--- src/rtl/bus_protocol_if.sv ---
`default_nettype none
// ============================================================================
//  Module   : bus_protocol_if
//  Purpose  : Simple memory-mapped slave bus. The peripheral_vital modport
//             is the slave view; master is the initiator view.
//  Revision : 1.0 - initial release
// ============================================================================
interface bus_protocol_if;
  logic        wen;
  logic        ren;
  logic [31:0] addr;
  logic [31:0] wdata;
  logic [3:0]  strobe;
  logic [31:0] rdata;
  logic        error;
  logic        request_stall;

  modport peripheral_vital (
    input  wen, ren, addr, wdata, strobe,
    output rdata, error, request_stall
  );

  modport master (
    output wen, ren, addr, wdata, strobe,
    input  rdata, error, request_stall
  );
endinterface
`default_nettype wire

--- src/rtl/uart_fifo_periph.sv ---
`default_nettype none
// ============================================================================
//  Module   : uart_fifo_periph
//  Purpose  : Memory-mapped UART with TX/RX FIFOs, programmable baud divisor
//             and optional RTS/CTS flow control.
//  Options  : UART_PARITY_EN - adds a parity bit after the data bits in both
//             directions (parity = ^data ^ CTRL.odd_parity).
//  Revision : 1.0 - initial release
// ============================================================================
module uart_fifo_periph #(
  parameter int DATA_BITS   = 8,
  parameter int FIFO_DEPTH  = 8,
  parameter int DIV_W       = 16,
  parameter int DEFAULT_DIV = 867
) (
  input  logic                    clk,
  input  logic                    nReset,
  input  logic                    rx,
  output logic                    tx,
  input  logic                    cts,
  output logic                    rts,
  bus_protocol_if.peripheral_vital bp
);

  localparam int AW = $clog2(FIFO_DEPTH);
  localparam int CW = AW + 1;
`ifdef UART_PARITY_EN
  localparam logic PAR_EN = 1'b1;
`else
  localparam logic PAR_EN = 1'b0;
`endif

  // ---------------------------------------------------------------- states
`ifdef UART_PARITY_EN
  typedef enum logic [2:0] {
    TX_IDLE = 3'd0, TX_START = 3'd1, TX_DATA = 3'd2, TX_PARITY = 3'd3, TX_STOP = 3'd4
  } tx_state_e;
  typedef enum logic [2:0] {
    RX_IDLE = 3'd0, RX_START = 3'd1, RX_DATA = 3'd2, RX_PARITY = 3'd3, RX_STOP = 3'd4
  } rx_state_e;
`else
  typedef enum logic [2:0] {
    TX_IDLE = 3'd0, TX_START = 3'd1, TX_DATA = 3'd2, TX_STOP = 3'd4
  } tx_state_e;
  typedef enum logic [2:0] {
    RX_IDLE = 3'd0, RX_START = 3'd1, RX_DATA = 3'd2, RX_STOP = 3'd4
  } rx_state_e;
`endif

  // ------------------------------------------------------------- registers
  logic [DIV_W-1:0] div_q;
  logic [3:0]       ctrl_q;      // b0 tx_en, b1 rx_en, b2 fc_en, b3 odd_parity
  logic             ovr_q, ferr_q, perr_q;
  logic             rts_q;

  // Bus decode
  logic sel_data, sel_stat, sel_div, sel_ctrl, sel_ok;
  logic stat_rd;
  logic [31:0] rdata;
  logic        err;

  // FIFOs
  logic [DATA_BITS-1:0] txf_mem [FIFO_DEPTH];
  logic [DATA_BITS-1:0] rxf_mem [FIFO_DEPTH];
  logic [AW-1:0]        txf_wp_q, txf_rp_q, rxf_wp_q, rxf_rp_q;
  logic [CW-1:0]        txf_cnt_q, rxf_cnt_q;
  logic                 tx_full, tx_empty, rx_full, rx_empty;
  logic                 tx_push, tx_pop, rx_push, rx_pop;
  logic [DATA_BITS-1:0] tx_head, rx_head;

  // TX FSM
  tx_state_e            tx_state_q, tx_state_d;
  logic [DIV_W-1:0]     tx_tmr_q, tx_tmr_d, tx_lat_q, tx_lat_d;
  logic [2:0]           tx_bit_q, tx_bit_d;
  logic [DATA_BITS-1:0] tx_sh_q, tx_sh_d;
  logic                 tx_q, tx_d;
  logic                 tx_go, tx_load, tx_bit_end;
`ifdef UART_PARITY_EN
  logic                 tx_par_q, tx_par_d;
`endif

  // RX FSM
  rx_state_e            rx_state_q, rx_state_d;
  logic [DIV_W-1:0]     rx_tmr_q, rx_tmr_d, rx_lat_q, rx_lat_d;
  logic [2:0]           rx_bit_q, rx_bit_d;
  logic [DATA_BITS-1:0] rx_sh_q, rx_sh_d;
  logic                 rx_s1_q, rx_s2_q, rx_s3_q;
  logic                 rx_fall, rx_bit_end, rx_mid;
  logic                 rx_push_req, ferr_set, perr_set, ovr_set;

  // Byte strobes are ignored; writes always use the full word.
  logic unused_bits;
  assign unused_bits = ^{bp.strobe, bp.wdata};

  assign sel_data = (bp.addr == 32'h0);
  assign sel_stat = (bp.addr == 32'h4);
  assign sel_div  = (bp.addr == 32'h8);
  assign sel_ctrl = (bp.addr == 32'hC);
  assign sel_ok   = sel_data | sel_stat | sel_div | sel_ctrl;
  assign stat_rd  = bp.ren & sel_stat;

  assign tx_full  = (txf_cnt_q == CW'(FIFO_DEPTH));
  assign tx_empty = (txf_cnt_q == '0);
  assign rx_full  = (rxf_cnt_q == CW'(FIFO_DEPTH));
  assign rx_empty = (rxf_cnt_q == '0);
  assign tx_head  = txf_mem[txf_rp_q];
  assign rx_head  = rxf_mem[rxf_rp_q];

  // A full FIFO still accepts a push when a pop happens on the same edge.
  assign tx_push = bp.wen & sel_data & (~tx_full | tx_pop);
  assign rx_pop  = bp.ren & sel_data & ~rx_empty;
  assign rx_push = rx_push_req & (~rx_full | rx_pop);
  assign ovr_set = rx_push_req & rx_full & ~rx_pop;

  // Read mux and error flag, purely combinational from the current request
  always_comb begin
    rdata = '0;
    err   = 1'b0;
    if ((bp.wen | bp.ren) & ~sel_ok) err = 1'b1;
    if (bp.wen & sel_data & tx_full & ~tx_pop) err = 1'b1;
    if (bp.ren & sel_data & rx_empty) err = 1'b1;
    if (bp.ren) begin
      if (sel_data && !rx_empty) rdata = 32'(rx_head);
      else if (sel_stat) rdata = {25'd0, perr_q, ferr_q, ovr_q,
                                  rx_empty, rx_full, tx_empty, tx_full};
      else if (sel_div)  rdata = 32'(div_q);
      else if (sel_ctrl) rdata = {28'd0, ctrl_q};
    end
  end

  assign bp.rdata         = rdata;
  assign bp.error         = err;
  assign bp.request_stall = 1'b0;

  // Configuration registers (DIV, CTRL)
  always_ff @(posedge clk) begin
    if (!nReset) begin
      div_q  <= DIV_W'(DEFAULT_DIV);
      ctrl_q <= '0;
    end else if (bp.wen) begin
      if (sel_div)  div_q  <= bp.wdata[DIV_W-1:0];
      if (sel_ctrl) ctrl_q <= {PAR_EN & bp.wdata[3], bp.wdata[2:0]};
    end
  end

  // Sticky status flags: STAT read clears, a set on the same edge wins
  always_ff @(posedge clk) begin
    if (!nReset) begin
      ovr_q  <= 1'b0;
      ferr_q <= 1'b0;
      perr_q <= 1'b0;
    end else begin
      ovr_q  <= ovr_set  | (ovr_q  & ~stat_rd);
      ferr_q <= ferr_set | (ferr_q & ~stat_rd);
      perr_q <= perr_set | (perr_q & ~stat_rd);
    end
  end

  // RTS: advertise RX space only under flow control, low while in reset
  always_ff @(posedge clk) begin
    if (!nReset) rts_q <= 1'b0;
    else         rts_q <= ctrl_q[2] ? ~rx_full : 1'b1;
  end
  assign rts = rts_q;

  // FIFO storage writes (contents need no reset)
  always_ff @(posedge clk) begin
    if (tx_push) txf_mem[txf_wp_q] <= bp.wdata[DATA_BITS-1:0];
    if (rx_push) rxf_mem[rxf_wp_q] <= rx_sh_q;
  end

  // FIFO pointers and occupancy counts
  always_ff @(posedge clk) begin
    if (!nReset) begin
      txf_wp_q <= '0; txf_rp_q <= '0; txf_cnt_q <= '0;
      rxf_wp_q <= '0; rxf_rp_q <= '0; rxf_cnt_q <= '0;
    end else begin
      if (tx_push) txf_wp_q <= txf_wp_q + AW'(1);
      if (tx_pop)  txf_rp_q <= txf_rp_q + AW'(1);
      txf_cnt_q <= txf_cnt_q + CW'(tx_push) - CW'(tx_pop);
      if (rx_push) rxf_wp_q <= rxf_wp_q + AW'(1);
      if (rx_pop)  rxf_rp_q <= rxf_rp_q + AW'(1);
      rxf_cnt_q <= rxf_cnt_q + CW'(rx_push) - CW'(rx_pop);
    end
  end

  // TX next-state: bit timer, shifter and frame sequencing
  always_comb begin
    tx_state_d = tx_state_q;
    tx_tmr_d   = tx_tmr_q;
    tx_lat_d   = tx_lat_q;
    tx_bit_d   = tx_bit_q;
    tx_sh_d    = tx_sh_q;
`ifdef UART_PARITY_EN
    tx_par_d   = tx_par_q;
`endif
    tx_bit_end = (tx_tmr_q == tx_lat_q);
    tx_go      = ctrl_q[0] & ~tx_empty & (~ctrl_q[2] | cts);
    // A new frame may start from IDLE or straight out of a finishing STOP.
    tx_load    = tx_go & ((tx_state_q == TX_IDLE) |
                          ((tx_state_q == TX_STOP) & tx_bit_end));
    tx_pop     = tx_load;
    if (tx_state_q != TX_IDLE) tx_tmr_d = tx_bit_end ? '0 : tx_tmr_q + DIV_W'(1);
    case (tx_state_q)
      TX_START: if (tx_bit_end) begin
        tx_state_d = TX_DATA;
        tx_bit_d   = '0;
      end
      TX_DATA: if (tx_bit_end) begin
        tx_sh_d = tx_sh_q >> 1;
        if (tx_bit_q == 3'(DATA_BITS - 1))
`ifdef UART_PARITY_EN
          tx_state_d = TX_PARITY;
`else
          tx_state_d = TX_STOP;
`endif
        else
          tx_bit_d = tx_bit_q + 3'd1;
      end
`ifdef UART_PARITY_EN
      TX_PARITY: if (tx_bit_end) tx_state_d = TX_STOP;
`endif
      TX_STOP: if (tx_bit_end) tx_state_d = TX_IDLE;
      default: ;
    endcase
    if (tx_load) begin
      tx_state_d = TX_START;
      tx_tmr_d   = '0;
      tx_lat_d   = div_q;
      tx_sh_d    = tx_head;
`ifdef UART_PARITY_EN
      tx_par_d   = ^tx_head ^ ctrl_q[3];
`endif
    end
    // Line level registered from the next state so tx is glitch-free.
    tx_d = 1'b1;
    if (tx_state_d == TX_START)     tx_d = 1'b0;
    else if (tx_state_d == TX_DATA) tx_d = tx_sh_d[0];
`ifdef UART_PARITY_EN
    else if (tx_state_d == TX_PARITY) tx_d = tx_par_d;
`endif
  end

  // TX state register
  always_ff @(posedge clk) begin
    if (!nReset) begin
      tx_state_q <= TX_IDLE;
      tx_tmr_q   <= '0;
      tx_lat_q   <= '0;
      tx_bit_q   <= '0;
      tx_sh_q    <= '0;
      tx_q       <= 1'b1;
`ifdef UART_PARITY_EN
      tx_par_q   <= 1'b0;
`endif
    end else begin
      tx_state_q <= tx_state_d;
      tx_tmr_q   <= tx_tmr_d;
      tx_lat_q   <= tx_lat_d;
      tx_bit_q   <= tx_bit_d;
      tx_sh_q    <= tx_sh_d;
      tx_q       <= tx_d;
`ifdef UART_PARITY_EN
      tx_par_q   <= tx_par_d;
`endif
    end
  end
  assign tx = tx_q;

  // RX input synchroniser plus one stage for falling-edge detection
  always_ff @(posedge clk) begin
    if (!nReset) begin
      rx_s1_q <= 1'b1;
      rx_s2_q <= 1'b1;
      rx_s3_q <= 1'b1;
    end else begin
      rx_s1_q <= rx;
      rx_s2_q <= rx_s1_q;
      rx_s3_q <= rx_s2_q;
    end
  end
  assign rx_fall = rx_s3_q & ~rx_s2_q;

  // RX next-state: start validation at mid-bit, then one sample per bit
  always_comb begin
    rx_state_d  = rx_state_q;
    rx_tmr_d    = rx_tmr_q;
    rx_lat_d    = rx_lat_q;
    rx_bit_d    = rx_bit_q;
    rx_sh_d     = rx_sh_q;
    rx_push_req = 1'b0;
    ferr_set    = 1'b0;
    perr_set    = 1'b0;
    rx_bit_end  = (rx_tmr_q == rx_lat_q);
    rx_mid      = (rx_tmr_q == (rx_lat_q >> 1));
    if (rx_state_q != RX_IDLE) rx_tmr_d = rx_tmr_q + DIV_W'(1);
    case (rx_state_q)
      RX_IDLE: if (ctrl_q[1] & rx_fall) begin
        rx_state_d = RX_START;
        rx_tmr_d   = '0;
        rx_lat_d   = div_q;
      end
      RX_START: if (rx_mid) begin
        if (rx_s2_q) rx_state_d = RX_IDLE;   // glitch, not a start bit
        else begin
          rx_state_d = RX_DATA;
          rx_tmr_d   = '0;
          rx_bit_d   = '0;
        end
      end
      RX_DATA: if (rx_bit_end) begin
        rx_tmr_d = '0;
        rx_sh_d  = {rx_s2_q, rx_sh_q[DATA_BITS-1:1]};
        if (rx_bit_q == 3'(DATA_BITS - 1))
`ifdef UART_PARITY_EN
          rx_state_d = RX_PARITY;
`else
          rx_state_d = RX_STOP;
`endif
        else
          rx_bit_d = rx_bit_q + 3'd1;
      end
`ifdef UART_PARITY_EN
      RX_PARITY: if (rx_bit_end) begin
        rx_tmr_d   = '0;
        perr_set   = rx_s2_q ^ (^rx_sh_q ^ ctrl_q[3]);
        rx_state_d = RX_STOP;
      end
`endif
      RX_STOP: if (rx_bit_end) begin
        rx_state_d = RX_IDLE;
        if (!rx_s2_q) ferr_set    = 1'b1;
        else          rx_push_req = 1'b1;
      end
      default: ;
    endcase
  end

  // RX state register
  always_ff @(posedge clk) begin
    if (!nReset) begin
      rx_state_q <= RX_IDLE;
      rx_tmr_q   <= '0;
      rx_lat_q   <= '0;
      rx_bit_q   <= '0;
      rx_sh_q    <= '0;
    end else begin
      rx_state_q <= rx_state_d;
      rx_tmr_q   <= rx_tmr_d;
      rx_lat_q   <= rx_lat_d;
      rx_bit_q   <= rx_bit_d;
      rx_sh_q    <= rx_sh_d;
    end
  end

endmodule
`default_nettype wire

--- src/flat_wrapper.sv ---
// flat-port wrapper written by rule: the top's interface ports become plain ports
module uart_fifo_periph_flat 
#(
  parameter int DATA_BITS   = 8,
  parameter int FIFO_DEPTH  = 8,
  parameter int DIV_W       = 16,
  parameter int DEFAULT_DIV = 867
)
  (clk, nReset, rx, tx, cts, rts, bp_wen, bp_ren, bp_addr, bp_wdata, bp_strobe, bp_rdata, bp_error, bp_request_stall);
  bus_protocol_if bp_i ();
  input  logic clk;
  input  logic nReset;
  input  logic rx;
  output logic tx;
  input  logic cts;
  output logic rts;
  input wire logic [$bits(bp_i.wen)-1:0] bp_wen;
  input wire logic [$bits(bp_i.ren)-1:0] bp_ren;
  input wire logic [$bits(bp_i.addr)-1:0] bp_addr;
  input wire logic [$bits(bp_i.wdata)-1:0] bp_wdata;
  input wire logic [$bits(bp_i.strobe)-1:0] bp_strobe;
  output wire logic [$bits(bp_i.rdata)-1:0] bp_rdata;
  output wire logic [$bits(bp_i.error)-1:0] bp_error;
  output wire logic [$bits(bp_i.request_stall)-1:0] bp_request_stall;
  assign bp_i.wen = bp_wen;
  assign bp_i.ren = bp_ren;
  assign bp_i.addr = bp_addr;
  assign bp_i.wdata = bp_wdata;
  assign bp_i.strobe = bp_strobe;
  assign bp_rdata = bp_i.rdata;
  assign bp_error = bp_i.error;
  assign bp_request_stall = bp_i.request_stall;
  uart_fifo_periph #(.DATA_BITS(DATA_BITS), .FIFO_DEPTH(FIFO_DEPTH), .DIV_W(DIV_W), .DEFAULT_DIV(DEFAULT_DIV)) u_core (.clk(clk), .nReset(nReset), .rx(rx), .tx(tx), .cts(cts), .rts(rts), .bp(bp_i));
endmodule
--- config.mk ---
export PLATFORM = sky130hd
export DESIGN_NAME = uart_fifo_periph_flat
export DESIGN_NICKNAME = d
export VERILOG_FILES = /design/src/rtl/bus_protocol_if.sv /design/src/rtl/uart_fifo_periph.sv /design/src/flat_wrapper.sv
export SDC_FILE = /design/constraint.sdc
export NUM_CORES = 1
export LEC_CHECK = 0
export ABC_AREA = 1
export ABC_CLOCK_PERIOD_IN_PS = 7600
export BUFFER_PORTS_ARGS = -buffer_cell sky130_fd_sc_hd__buf_2
export CORE_ASPECT_RATIO = 1.1
export CORE_MARGIN = 2
export CORE_UTILIZATION = 39
export DETAILED_ROUTE_END_ITERATION = 7
export GPL_TIMING_DRIVEN = 0
export PLACE_DENSITY = 0.67
export SLEW_MARGIN = 20
export SYNTH_ARGS = -nofsm -noshare
export SYNTH_HDL_FRONTEND = slang
export SYNTH_SLANG_ARGS = --single-unit
--- constraint.sdc ---
create_clock -name clk -period 7.6 [get_ports clk]
set_input_delay 1.52 -clock clk [delete_from_list [all_inputs] [get_ports clk]]
set_output_delay 1.52 -clock clk [all_outputs]
set_load 0.02 [all_outputs]
Word level (Yosys, flattened, before mapping). Memory sizes are Yosys's and may differ from the RTL's. A register that Yosys moved wholly into a read port is not among the register bits. Index checks and enable logic that the tools add are counted.

Flip-flop bits (word level): 139. Memories kept: 2. Output and inout bits: 36. Bits in writable memories: 128.

Memory list: u_core.rxf_mem (depth 8, bits a word 8, read ports 1, clocked after Yosys merged registers in 1, wr ports 1, line uart_fifo_periph.sv:64) `logic [DATA_BITS-1:0] rxf_mem [FIFO_DEPTH];`; u_core.txf_mem (depth 8, bits a word 8, read ports 1, clocked after Yosys merged registers in 1, wr ports 1, line uart_fifo_periph.sv:63) `logic [DATA_BITS-1:0] txf_mem [FIFO_DEPTH];`.

Multiplexer cells: 57. Add/sub/neg operators: 12. Reductions and logical operators: 23. Bitwise gates (word level): 42. Equal/unequal tests: 28.

Operators by type and width (number): $mux 32 (4); $mux 16 (6); $mux 3 (22); $eq 32x4->1 const B (2); $pmux 16 s3 (1); $add 16x1->16 const B (2); $eq 16x16->1 (2); $eq 32x3->1 const B (1); $logic_not 32->1 (1); $mux 8 (3); $and 1x1->1 (21); $add 3x1->3 const B (6); $eq 16x15->1 (1); $mux 1 (16); $ne 2x1->1 const B (7); $eq 3x3->1 const B (4); $pmux 3 s2 (2); $pmux 3 s4 (1); $not 1->1 (11); $or 1x1->1 (10); $reduce_and 2->1 (5); $eq 3x1->1 const B (3); $eq 3x2->1 const B (3); $pmux 3 s3 (1); 16 further kinds (27).

Depth between registers and ports, before layout. Gate-level depths: netlist (run 1).

Depth in word-level cells: 9. Mapped depth: 17. Mapped depth without buffers: 17.

Least setup slack after synthesis (run 1). OpenSTA, ideal clock, no wires.

Kind: input -> output. Start: input port bp_addr[31]. End: output port bp_rdata[7]. Stages on the path: 8. Slack: 3.205 ns. Arrival time: 2.875 ns. Path through: nor2_1 -> nand2_1 -> nor2_1 -> nand2_1 -> nor2_1 -> nand4_1 -> nand3b_1 -> o21ai_0.

Cells in the longest elaborated chain, start to end: 5. Elaborated cells between the ends (all ways): 8. Classes of those cells: eq/ne (2); mux (4); reduce/logical (2).

Ends and longest elaborated chain: start: declaration (line flat_wrapper.sv:19) `input wire logic [$bits(bp_i.addr)-1:0] bp_addr;`; $eq 32x4->1 (line uart_fifo_periph.sv:97) `assign sel_div = (bp.addr == 32'h8);`; $mux 32 (line uart_fifo_periph.sv:126) `else if (sel_div) rdata = 32'(div_q);`; $mux 32 (line uart_fifo_periph.sv:124) `else if (sel_stat) rdata = {25'd0, perr_q, ferr_q, ovr_q,`; $mux 32 * (line uart_fifo_periph.sv:123) `if (sel_data && !rx_empty) rdata = 32'(rx_head);`; $mux 32 * (line uart_fifo_periph.sv:122) `if (bp.ren) begin`; end: declaration (line flat_wrapper.sv:22) `output wire logic [$bits(bp_i.rdata)-1:0] bp_rdata;`.

Mark *: on every way between the ends. The rest lies on a longest branch, timed or not.

Worst setup path in the final report (run 1).
Start: input port bp_addr[1]. End: output port bp_rdata[14].

Same word-level chain as after synthesis.

==> impl_metrics.csv, run 1 <==
group,metric,value,unit
floorplan,die_h,193,um
grt,antenna_found_initial,3,
cts,clock_path_buffers,3,
detailed_routing,viasPerCell,4.96,
grt,grt_pass1_vias,9697,
synth,yosys.area_share.simple,22.8,%
run,cap_viol_max_count,0,
cts,cts-resized-gates,0,
placed_design,gp_congestion,0.861,
worst_setup_path,start_kind,"input pin",
synth,synthesis.area,12700,sq um
floorplan,core_area,32200,sq um
cts,cts_hold_buf,0,
grt,grtUsageTotal,18.4,%
synth,synth-compound-area-share,11.2,%
floorplan,ios,110,
detailed_routing,drtIter0Drc,833,
timing,grt_setup_unrepaired,"no",
worst_setup_path,path_max_fanout,9,
worst_setup_path,required,6.08,ns
cts,cts_sinks,273,
cts,insertion_delay,0.53,ns
worst_setup_path,arrival,3.35,ns
detailed_routing,dr_total_vias,10400,
synth,synthCells,1529,
timing,relSlewSlack,41.2,%
floorplan,fp.dieArea,34100,sq um
timing,tightest_slew,0.878,ns
synth,syn_avg_cell_area,8.32,sq um
synth,synth_top_area_share,30.2,%
detailed_routing,drc,0,
grt,grt_overflow,0,
synth,synth_mux_area_share,0,%
placed_design,place.detailed.hpwl,23200,um
synth,ys_seq_area_share,53.0,%
timing,min_period,4.87,ns
synth,synth_adder_area_share,2.48,%
synth,yosysTopAreaCell,"edfxtp_1",
final_layout,drive_above_1_share,11.2,%
timing,tns,0,ns
timing,hold_viol_final,0,
detailed_routing,first_pass_iters,5,
synth,synth_ff_type,"dfxtp_1",
cts,cts_buffers,27,
synth,netlist_top_cells_count,"388 x nand2_1, 181 x nor2_1, 148 x inv_1, 145 x dfxtp_1, 128 x edfxtp_1",
timing,fmax,206,MHz
status,outcome,"finished, final reports clean",
cts,post_cts_buffers,0,
cts,clk_pin_slew_worst_paths,0.06,ns
synth,synth_xor_area_share,3.03,%
final_layout,fin_util,45.3,%
timing,setup_viol_count_final,0,
cts,cts_max_level,1,
synth,synth_edf_count,128,
worst_setup_path,worst_setup_path_end_kind,"primary output",
synth,synth_seq_cells,273,
grt,grt_pass1_wl,50100,um
grt,grt_max_degree,15,
placed_design,portBuffers,71,
power,power_leakage,6.05,nW
cts,tritoncts,"done",
worst_setup_path,worstSetupPathType,"input pin to primary output",
synth,synth_top_family_by_area,"simple AND/OR/NAND/NOR gates",
synth,synth_warnings,0,
final_layout,area_growth,14.7,%
timing,finalCritPeriodShare,64.0,%
detailed_routing,wl_per_cell,15.5,um
synth,async_flop_share,0,%
synth,synth.distinct_cells,47,
timing,final.setup_skew,0.0156,ns
synth,synth.most_common_cell,"nand2_1",
floorplan,die_w,176,um
final_layout,final_nets,1743,
timing,drv_slew,0,
floorplan,start_util,39.5,%
power,peakVddDrop,0.148,mV
detailed_routing,ant_nets,0,
power,power.density,223,nW/um^2
cts,cts.root.buffer_cell,"clkbuf_16",
floorplan,row_count,69,
synth,synth_area_leaders,"edfxtp_1 30%, dfxtp_1 23%, nand2_1 11%, nor2_1 5.3%, inv_1 4.4%",
detailed_routing,wirelength,32500,um
worst_hold_path,holdCritPathClass,"flop to flop",
## area by class of cell
cell class              instances  area, sq um
fillers                      3105        17600
flip-flops and latches        273         6750
multi-input cells            1041         5170
clock buffers                  40          777
inverters                     157          591
well taps                     426          533
plain buffers                  74          359
repair buffers                 71          355
clock inverters                 8         62.6
diodes                          1         2.50
## power by group
group / switching (mW) / leakage (nW) / internal, mW / total, mW
registers: 0.0287 / 2.34 / 1.57 / 1.60
logic: 0.268 / 3.29 / 0.110 / 0.378
clock network: 0.543 / 0.415 / 0.737 / 1.28
total: 0.840 / 6.05 / 2.42 / 3.26
## final timing paths
check	startpoint	endpoint	slack (ns)	cells after the start
setup / recovery	bp_addr[1]	bp_rdata[14]	2.73	10
hold / removal	u_core.rx_s1_q$_SDFF_PN1_	u_core.rx_s2_q$_SDFF_PN1_	0.42	1
setup reg to reg	u_core.txf_cnt_q[2]$_SDFF_PN0_	u_core.txf_cnt_q[2]$_SDFF_PN0_	4.75	12
hold reg to reg	u_core.rx_s1_q$_SDFF_PN1_	u_core.rx_s2_q$_SDFF_PN1_	0.42	1
## state kept, by name (all words and copies together), names as in the netlist, 3 cells and up, named ones only
register,flops
u_core.tx_lat_q,16
u_core.rxf_rp_q,3
u_core.tx_state_q,3
u_core.rx_bit_q,3
u_core.ctrl_q,3
u_core.rxf_cnt_q,4
u_core.tx_bit_q,3
u_core.tx_sh_q,8
u_core.rxf_wp_q,3
u_core.rxf_mem,64
u_core.div_q,16
u_core.rx_state_q,3
u_core.txf_cnt_q,4
u_core.rx_sh_q,8
u_core.txf_rp_q,3
u_core.rx_lat_q,16
u_core.txf_mem,64
u_core.tx_tmr_q,16
u_core.txf_wp_q,3
u_core.rx_tmr_q,16
## worst max-delay path, stage by stage
cell and delay (ns):
buf_2 0.10, nor2_2 0.18, inv_1 0.10, nor3_1 0.16, nand3_1 0.14, nor2_4 0.23
nand2_1 0.17, nand3b_1 0.37, nor2_1 0.18, buf_2 0.20
## kinds of logic after synthesis
kind of cell / count (synthesis)
simple gates: 700
flops: 273
compound gates: 256
buf+inv: 231
xor+xnor: 44
fa+ha+maj: 24
other cells: 1
## metal layers
layer	vias up	share of wire (%)	GRT usage [%]	routed length, um
met5	-	0.077	0	25
met4	4	2.8	6.03	916
met3	62	7.0	3.38	2290
met2	331	48	31.3	15400
met1	4768	43	23.5	13800
li1	5214	-	-	-
## stage by stage
stage / hold WS, ns / setup WS [ns] / power, mW / instances / instance area (sq um)
floorplan: 0.393 / 3.21 / 1.88 / 1545 / 12800
global placement: 0.401 / 2.80 / 1.99 / 2042 / 13700
detailed placement: 0.405 / 2.74 / 2.00 / 2042 / 13700
CTS: 0.422 / 2.74 / 3.27 / 2090 / 14600
global route: 0.426 / 2.55 / 3.38 / 2091 / 14600
finish: 0.418 / 2.73 / 3.26 / 2091 / 14600
## cell usage in the layout, fill, tap and decap left out, types with 3 or more instances in the layout
cell / n
nand2_1: 388
nand3_1: 60
clkbuf_2: 5
o21ai_0: 108
a32oi_1: 9
o22ai_1: 14
a31oi_1: 6
a21oi_1: 96
clkbuf_16: 28
clkbuf_1: 50
ha_1: 22
buf_4: 18
clkinv_1: 5
nor2_4: 4
buf_2: 78
clkinv_2: 4
or2_2: 3
inv_1: 148
clkbuf_8: 3
a32o_1: 7
nor2_1: 181
edfxtp_1: 128
nor2_2: 5
nand2_2: 5
buf_1: 3
a211oi_1: 5
xor2_1: 41
conb_1: 17
nor3_2: 17
xnor2_1: 3
inv_2: 6
o211ai_1: 6
nand4_1: 9
dfxtp_1: 145
nor3_1: 18
Note: power is estimated with default switching activity, not from simulation.
==> run 2: changes to the inputs <==
- ABC_CLOCK_PERIOD_IN_PS: 7600 -> 4270
- PLACE_DENSITY: 0.67 -> 0.69
- clock period: 7.6 -> 4.27 ns (I/O delays scaled with it)
==> impl_metrics.csv, run 2 (synthesized netlist as in run 1, its figures left out) <==
group,metric,value,unit
status,outcome,"finished, final reports clean",
worst_setup_path,path_max_fanout,10,
placed_design,place_ws,0.546,ns
detailed_routing,wirelength,32200,um
run,cap_viol_max_count,0,
worst_setup_path,cp_common_cell,"clkbuf_1",
worst_setup_path,start_kind,"flop",
final_layout,fin_util,45.5,%
placed_design,portBuffers,71,
placed_design,dpl_cell_area,13700,sq um
final_layout,mostFrequentLayoutCells,"388 x nand2_1, 181 x nor2_1, 148 x inv_1, 145 x dfxtp_1, 128 x edfxtp_1",
final_layout,drive_above_1_share,11.5,%
grt,grt_pass1_vias,9891,
final_layout,ff_latch_area,6750,sq um
worst_setup_path,r2r-start,"u_core.tx_tmr_q[2]$_SDFFE_PP0P_",
worst_setup_path,worstSetupPathType,"flop to primary output",
timing,tns,0,ns
timing,relSlewSlack,40.4,%
cts,cts-resized-gates,0,
floorplan,start_util,39.5,%
detailed_routing,dr_total_vias,10600,
power,peakVddDrop,0.354,mV
floorplan,fp.dieArea,34100,sq um
detailed_routing,ant_nets,0,
timing,min_period,3.54,ns
worst_setup_path,crit_chain,"inv_1 > clkbuf_1 > clkbuf_1 > nand2_1 > a32oi_1 > o211ai_1 > o21ai_0 > buf_2",
cts,cts_buffers,27,
timing,finalCritPeriodShare,83.0,%
timing,fmax,282,MHz
final_layout,area_growth,15.1,%
cts,post_cts_buffers,0,
cts,clk_pin_slew_worst_paths,0.06,ns
final_layout,final_cells,2093,
cts,cts.root.buffer_cell,"clkbuf_16",
worst_setup_path,reg2reg_depth,17,
final_layout,largest_registers,"u_core.rxf_mem (64), u_core.txf_mem (64)",
timing,drv_slew,0,
cts,insertion_delay,0.56,ns
worst_setup_path,cp_slowest_cell,"clkbuf_1",
floorplan,ios,110,
power,p_total,5.92,mW
worst_setup_path,r2r_end,"u_core.txf_cnt_q[3]$_SDFF_PN0_",
worst_hold_path,holdCritPathClass,"flop to flop",
floorplan,row_count,69,
grt,antenna_found_initial,2,
detailed_routing,drtIter0Drc,861,
worst_setup_path,arrival,2.69,ns
final_layout,final_area,14600,sq um
grt,grtUsageTotal,18.5,%
timing,tightest_slew,0.894,ns
timing,grt_setup_unrepaired,"no",
worst_hold_path,worstHoldEndpoint,"u_core.rx_s2_q$_SDFF_PN1_",
final_layout,fillers,3091,
floorplan,die_w,176,um
worst_hold_path,whs_path_depth,1,
timing,whs,0.415,ns
cts,clock_path_buffers,3,
power,power.density,405,nW/um^2
power,power_leakage,6.07,nW
placed_design,place_inst,2042,
detailed_routing,viasPerCell,5.04,
floorplan,die_h,193,um
final_layout,final_common_cell,"nand2_1",
cts,cts_max_level,1,
worst_setup_path,worst_setup_path_end_kind,"primary output",
placed_design,gp_congestion,0.861,
cts,cts_hold_buf,0,
grt,grt_pass1_wl,50700,um
detailed_routing,drc,0,
timing,setup_ws,0.726,ns
detailed_routing,first_pass_iters,5,
grt,grt_max_degree,15,
grt,grt_overflow,0,
final_layout,multi_input_area,5170,sq um
timing,setup_viol_count_final,0,
timing,final.setup_skew,0.0212,ns
timing,hold_viol_final,0,
floorplan,core_area,32200,sq um
cts,cts_sinks,273,
worst_hold_path,holdCritStartpoint,"u_core.rx_s1_q$_SDFF_PN1_",
worst_setup_path,max_stage_delay,0.42,ns
detailed_routing,wl_per_cell,15.4,um
worst_setup_path,required,3.42,ns
worst_setup_path,r2r_slack,1.39,ns
final_layout,final_nets,1743,
placed_design,place.detailed.hpwl,23400,um
cts,tritoncts,"done",
-- run 2: changes by cell type in the layout (fill, tap and decap cells not counted), sizes merged --
cell / delta
clkbuf: -2
clkinvlp: +1
clkinv: +1
bufinv: +2
-- run 2: critical path: cells and delay by family (launching register included) --
| family | cells | cell delay [ns] |
|---|---|---|
| flip-flops | 1 | 0.38 |
| AND/OR/NAND/NOR | 1 | 0.10 |
| AO/OA/AOI/OAI | 3 | 0.52 |
| buffers and inverters | 4 | 1.15 |
-- run 2: how the worst max path moves through the flow --
stage                     cells after the start                              to  slack [ns]   startpoint
after global routing                          8                     bp_rdata[4]        0.54         flop
after global placement                       10  u_core.txf_mem[7][5]$_DFFE_PP_        0.53   bp_addr[1]
final                                         8                     bp_rdata[7]        0.73         flop
after CTS                                     9                        bp_error        0.76   bp_addr[1]
after detailed placement                     11  u_core.rxf_mem[6][5]$_DFFE_PP_        0.55   bp_addr[1]
after floorplan                               8                     bp_rdata[7]        1.21  bp_addr[31]
-- run 2: layer usage --
metal / GRT usage, % / routed length [um] / vias up
met2: 32.6 / 15600 / 348
met4: 6.73 / 1080 / 0
li1: - / - / 5222
met1: 23.1 / 13400 / 4913
met3: 2.46 / 2110 / 72
met5: 0 / 0 / -
-- run 2: power by group --
part           internal (mW)  leakage, nW  switching (mW)
logic                  0.195         3.29           0.474
registers               2.79         2.34          0.0494
clock network           1.41        0.440            1.01
-- run 2: area by class of cell --
cell class / count / share of cell area [%]
antenna: 1 / 0.0171
buffer: 74 / 2.45
clock buffer: 38 / 5.13
clock inverter: 12 / 0.948
inverter: 157 / 4.03
multi-input combinational: 1041 / 35.3
sequential: 273 / 46.1
tap: 426 / 3.64
timing repair buffer: 71 / 2.43
